## src/rtl/triangle_fifo.sv

```systemverilog
// Triangle queue between the transform stage and the rasterizer control FSM; 1-cycle registered read.
// Latency: write visible next cycle, pop strobe at N gives data at N+1; full/empty block strobes and set sticky flags.
module triangle_fifo #(
    parameter int DEPTH  = 16,
    parameter int ADDR_W = 4
) (
    input  logic                   Clk,
    input  logic                   Reset,
    input  logic                   fifo_w,
    input  logic [2:0][1:0][9:0]   triangle_in,
    output logic                   fifo_full,
    input  logic                   fifo_r,
    output logic [2:0][1:0][9:0]   triangle_data,
    output logic                   fifo_empty,
    output logic [ADDR_W:0]        count,
    input  logic                   flush,
    output logic                   overflow,
    output logic                   underflow
);

    localparam logic [ADDR_W:0] DEPTH_CNT = (ADDR_W + 1)'(DEPTH);

    logic [2:0][1:0][9:0] r_mem [DEPTH];
    logic [ADDR_W-1:0]    r_wr_ptr;
    logic [ADDR_W-1:0]    r_rd_ptr;
    logic [ADDR_W:0]      r_count;
    logic [2:0][1:0][9:0] r_data;
    logic                 r_overflow;
    logic                 r_underflow;

    logic w_full;
    logic w_empty;
    logic w_wr_en;
    logic w_rd_en;
    logic w_wr_drop;
    logic w_rd_drop;

    // Flags come straight off the registered count, so they cannot glitch.
    assign w_full    = (r_count == DEPTH_CNT);
    assign w_empty   = (r_count == '0);
    assign w_wr_en   = fifo_w && !w_full  && !flush && !Reset;
    assign w_rd_en   = fifo_r && !w_empty && !flush && !Reset;
    assign w_wr_drop = fifo_w && w_full   && !flush;
    assign w_rd_drop = fifo_r && w_empty  && !flush;

    always_ff @(posedge Clk) begin
        if (w_wr_en) begin
            r_mem[r_wr_ptr] <= triangle_in;
        end
    end

    always_ff @(posedge Clk) begin
        if (Reset) begin
            r_wr_ptr    <= '0;
            r_rd_ptr    <= '0;
            r_count     <= '0;
            r_data      <= '0;
            r_overflow  <= 1'b0;
            r_underflow <= 1'b0;
        end else if (flush) begin
            // Memory, head word and sticky flags survive a flush.
            r_wr_ptr <= '0;
            r_rd_ptr <= '0;
            r_count  <= '0;
        end else begin
            if (w_wr_en) begin
                r_wr_ptr <= r_wr_ptr + 1'b1;
            end
            if (w_rd_en) begin
                r_data   <= r_mem[r_rd_ptr];
                r_rd_ptr <= r_rd_ptr + 1'b1;
            end
            case ({w_wr_en, w_rd_en})
                2'b10:   r_count <= r_count + 1'b1;
                2'b01:   r_count <= r_count - 1'b1;
                default: r_count <= r_count;
            endcase
            if (w_wr_drop) begin
                r_overflow <= 1'b1;
            end
            if (w_rd_drop) begin
                r_underflow <= 1'b1;
            end
        end
    end

    assign fifo_full     = w_full;
    assign fifo_empty    = w_empty;
    assign count         = r_count;
    assign triangle_data = r_data;
    assign overflow      = r_overflow;
    assign underflow     = r_underflow;

endmodule
```

## config.mk

```make
export PLATFORM = sky130hd
export DESIGN_NAME = triangle_fifo
export DESIGN_NICKNAME = d
export VERILOG_FILES = /design/src/rtl/triangle_fifo.sv
export SDC_FILE = /design/constraint.sdc
export NUM_CORES = 1
export LEC_CHECK = 0
export CAP_MARGIN = 20
export CORE_MARGIN = 1.5
export CORE_UTILIZATION = 45
export DETAILED_ROUTE_END_ITERATION = 8
export SETUP_SLACK_MARGIN = 0.15
export SLEW_MARGIN = 30
export SYNTH_ARGS = -nofsm -noshare
export SYNTH_HDL_FRONTEND = slang
export SYNTH_SLANG_ARGS = --single-unit
```

## constraint.sdc

```tcl
create_clock -name Clk -period 7.3 [get_ports Clk]
set_clock_uncertainty 0.15 [all_clocks]
set_input_delay 1.46 -clock Clk [delete_from_list [all_inputs] [get_ports Clk]]
set_output_delay 1.46 -clock Clk [all_outputs]
set_load 0.005 [all_outputs]
```

-- Word-level counts from Yosys, hierarchy flattened
Memories as Yosys holds them, arrays and structs flattened. A register that Yosys moved wholly into a read port is not among the register bits.
Index checks and enable logic that the tools add are counted.
- equality and inequality tests: 3
- muxes and demuxes: 3
- $add $sub $neg: 4
- reduce and logical (&&, ||, !) cells: 20
- bitwise logic cells: 1
- operators by type and width (operator ; count):
    1-bit logical AND ; 10
    5-bit case mux with 2 select lines ; 1
    4-bit by 1-bit adder with 4-bit output, second input constant ; 2
    2-bit AND reduction ; 3
    5-bit by 1-bit adder with 5-bit output, second input constant ; 1
    5-bit equality test, second input constant ; 1
    5-bit zero test ; 1
    5-bit by 1-bit subtractor with 5-bit output, second input constant ; 1
    1-bit zero test ; 4
    2-bit by 1-bit equality test with 1-bit output, second input constant ; 1
    2-bit equality test, second input constant ; 1
    1-bit 2-to-1 mux ; 2
    2-bit nonzero test ; 1
    2-bit OR reduction ; 1
    1-bit inverter ; 1
- memories: 1
- word-level logic and storage cells: 37
- input port bits: 65
- register bits: 15
- output and inout bits: 69
- memory bits (writable): 960
- memories (name ; words ; width ; rd ports ; clocked after memory_dff ; write ports ; line ; RTL):
    r_mem ; 16 ; 60 ; 1 ; 1 ; 1 ; 23 ; logic [2:0][1:0][9:0] r_mem [DEPTH];

-- Depth between registers and ports, before layout
- depth after elaboration: 7
- gate-level depth with buffers: 13
- mapped depth without buffers: 10

-- Worst setup path after synthesis
OpenSTA, ideal clock, no wires.
- kind: in2reg
- start point: input port Reset
- end point: memory r_mem[0][0] (netlist bit), enable pin
- path buffers: 0
- path slack: 0.023 ns
- setup time: 0.552 ns
- data arrival time: 6.576 ns
- required time: 6.598 ns
- cell stages on the path: 4
- path through: or3b_2 > a21oi_1 > nand2_1 > nor3_1
- cells in the longest elaborated chain, start to end: 4
- ends and longest elaborated chain (what ; line ; RTL):
    from (decl) ; 8 ; input logic Reset,
    1-bit zero test ; 41 ; assign w_wr_en = fifo_w && !w_full && !flush && !Reset;
    1-bit logical AND ; 41 ;
    1-bit 2-to-1 mux ; 47 ; if (w_wr_en) begin
    1-bit 2-to-1 mux (not written as such) ; 48 ; r_mem[r_wr_ptr] <= triangle_in;
    to (decl) ; 23 ;
Every way passes these cells.

-- Worst setup path in the final report
- start point: input port Reset
- end point: memory r_mem[12][43] (netlist bit), enable pin
The elaborated chain is that of the path after synthesis.

==> key figures <==
Run status
  – Run status: finished, final reports clean

Floorplan
  – Initial Util: 45.3%
  – I/O Pins: 134
  – Die footprint: 89,000 µm²
  – Die width: 298 µm
  – Core area: 86,600 µm²
  – Chip height: 298 µm
  – Row cnt: 108

Drt
  – Routed WL per cell: 25.8 µm
  – Pre-antenna DRT Iters: 5
  – # DRC: 0
  – Vias: 18,000
  – Routed vias/inst: 5.61
  – Final WL: 82.9 mm
  – Starting DRT DRC Count: 1,354
  – Final ANT Viol Nets: 0

Clock tree
  – CTS tree: built
  – Post CTS Setup Buffer Count: 0
  – Cts repair resizes: 0
  – Sink Count: 1,035
  – Hold-fix buffers at CTS: 0
  – CTS buffer count: 106
  – H-Tree Depth: 3
  – Clk buf depth: 3
  – Root Buffer: clkbuf_16
  – Clock insertion delay at the later pin of the skew report: 680 ps
  – CTS clk-pin slew, worst paths: 60 ps

GRT
  – First-pass GRT wire length: 126 mm
  – GR Layer Usage met3: 2.73%
  – Antenna violations before repair: 0
  – GRT busiest layer: met2
  – Largest net degree at the start of global routing: 154
  – Met1 GRT Util: 25.9%
  – Gr ovfl total: 0
  – Gr usage total: 19.0%
  – Met2 usage: 32.0%
  – Via count of the first global-routing pass: 19,500

Pwr
  – Logic pwr share: 1.4%
  – PD cells: 266 nW/µm²
  – Sequential fraction of design power: 53.5%
  – Leak Pwr: 14.2 nW
  – Clk pwr share: 45.1%
  – Worst IR Drop VDD: 218 µV
  – Sw Share: 19.4%
  – Net switching power: 0.00236 W
  – Internal power: 0.00978 W

Hold path
  – Min-Delay Path Class: reg2reg

Timing
  – Period utilization: 63.3%
  – Setup TNS: 0 ps
  – Final Max Slew Viols: 0
  – Tightest Pin Transition: 1000 ps
  – Slew HR: 33.3%
  – Final hold violation count: 0
  – RSZ-0062 raised after global routing: false
  – Final setup viols: 0
  – Fmax: 216 MHz
  – Fin crit period: 4620 ps
  – Hold slack: 313 ps

Place
  – RD Place Congestion: 0.757
  – Port-buffer cells: 133
  – DP HPWL: 43.8 mm

Layout
  – Final Net Count: 2,038
  – Register area: 30,300 µm²
  – Layout cells sized above 1: 22.9%
  – Area growth syn-to-layout: 16.4%
  – Most frequent cells in the layout: edfxtp_1 (960), mux4_2 (240), clkdlybuf4s50_1 (133)
  – Fill count: 6,628
  – Commonest non-fill, non-tap cell in the layout: edfxtp_1
  – Multi-input logic area: 8420 µm²

Synthesis
  – Flops & latches, synth: 1,035
  – Avg Cell Area, Syn: 22.0 µm²
  – Post-synth top area share: 73.5%
  – Area contributors post-synth: edfxtp_1 (73%), mux4_2 (14%), dfxtp_1 (3.8%), mux2i_1 (3.1%), a211o_1 (1.3%)
  – Synth Cell Area: 39,200 µm²
  – Post-synthesis sequential area ratio: 77.3%
  – Cell taking the most area after synthesis: edfxtp_1
  – Post-Syn Nets: 1,858
  – Synth warn: 0
  – Post-synth EDFFs: 960
  – Cells after synthesis: 1,784
  – Post-synth ARST share: 0%
  – Top_reg_cell synth: edfxtp_1
  – Netlist cell types: 46

Setup path
  – Crit Path Class: in2reg
  – Critical path capture point type: register
  – Worst EP arrival: 4800 ps
  – Worst reg2reg setup slack: 3820 ps
  – Worst endpoint required time: 7480 ps
  – Crit path max fanout: 21
  – Startpoint Class: primary input

Run
  – MaxCap Viol Count: 0
layer usage:
layer  part of all wire (%)  wire length [µm]
met4                    2.1              1780
met3                    4.2              3470
met1                     43             35700
met5                      0                 0
met2                     51             41900
final timing paths:
check,end,cells past startpoint,start
setup / recovery,r_mem[12][43],6,Reset
hold / removal,triangle_data[18],1,triangle_data[18]
hold reg to reg,triangle_data[18],1,triangle_data[18]
setup reg to reg,r_mem[12][43],5,count[2]
flip-flops by register name, summed over array words and instances (netlist names):
signal         cells
r_rd_ptr           4
overflow           1
triangle_data     60
underflow          1
count              5
r_wr_ptr           4
r_mem            960
synth_stat cells (2+ instances only):
cell and instances:
nor3_1 5, o2111ai_4 2, o211ai_1 2, dlymetal6s2s_1 2
nor2_1 139, buf_6 9, mux4_2 240, o2111ai_1 2
clkbuf_8 2, nand3_1 5, clkbuf_1 36, a21oi_1 4
nand2_1 11, a221o_1 2, or3_1 2, nor3b_1 2
buf_2 25, edfxtp_1 960, inv_1 13, dfxtp_1 75
xor2_1 4, o21ai_0 4, xnor2_1 4, buf_1 11
a211o_1 60, mux2i_1 121, nand2b_1 4, ha_1 9
o22ai_1 4, buf_8 6, dlygate4sd1_1 4
per-stage QoR:
step,worst slack (ps),utilization (%),power (W),cell area [µm²],instances
after CTS,2690,52.7,0.0123,45700,3210
final,2680,52.7,0.0121,45700,3211
after floorplan,362,-,0.00667,39300,1784
after global routing,2560,52.7,0.0125,45700,3210
after global placement,2090,48.4,0.00679,42000,3009
after detailed placement,2030,48.5,0.00680,42000,3011
final cells by class:
cell class,instances,area share (%)
Clock inverter,59,1.55
Clock buffer,140,6.42
Multi-Input combinational cell,640,18.4
Tap cell,1155,3.17
Timing Repair Buffer,168,3.87
Sequential cell,1035,66.5
Antenna cell,1,0.00548
Inverter,13,0.107
worst max-delay path: stages:
cell             delay (ps)
clkdlybuf4s50_1         530
or3b_2                  560
a21oi_1                 540
nand2_1                 390
nor2_4                  770
buf_4                   500
power groups by stage:
stage	Clock [W]	Sequential [W]	Combinational (W)
after floorplan	0	0.00662	0.0000444
after detailed placement	0	0.00662	0.000178
after global routing	0.00583	0.00649	0.000192
final	0.00547	0.00650	0.000175
after global placement	0	0.00662	0.000169
after CTS	0.00560	0.00649	0.000178
cells by family (layout without fill, tap and decap cells):
family          after synthesis  count (layout)  share of synthesized area (%)
flops                      1035            1035                           77.3
mux                         361             361                           16.9
simple gates                176             176                           1.85
xor+xnor                      8               8                          0.179
fa+ha+maj                     9               9                          0.287
compound gates               86              86                           1.91
buf+inv                     109             380                           1.62
other cells                   0               1                              0
Note: power is estimated with default switching activity, not from simulation.
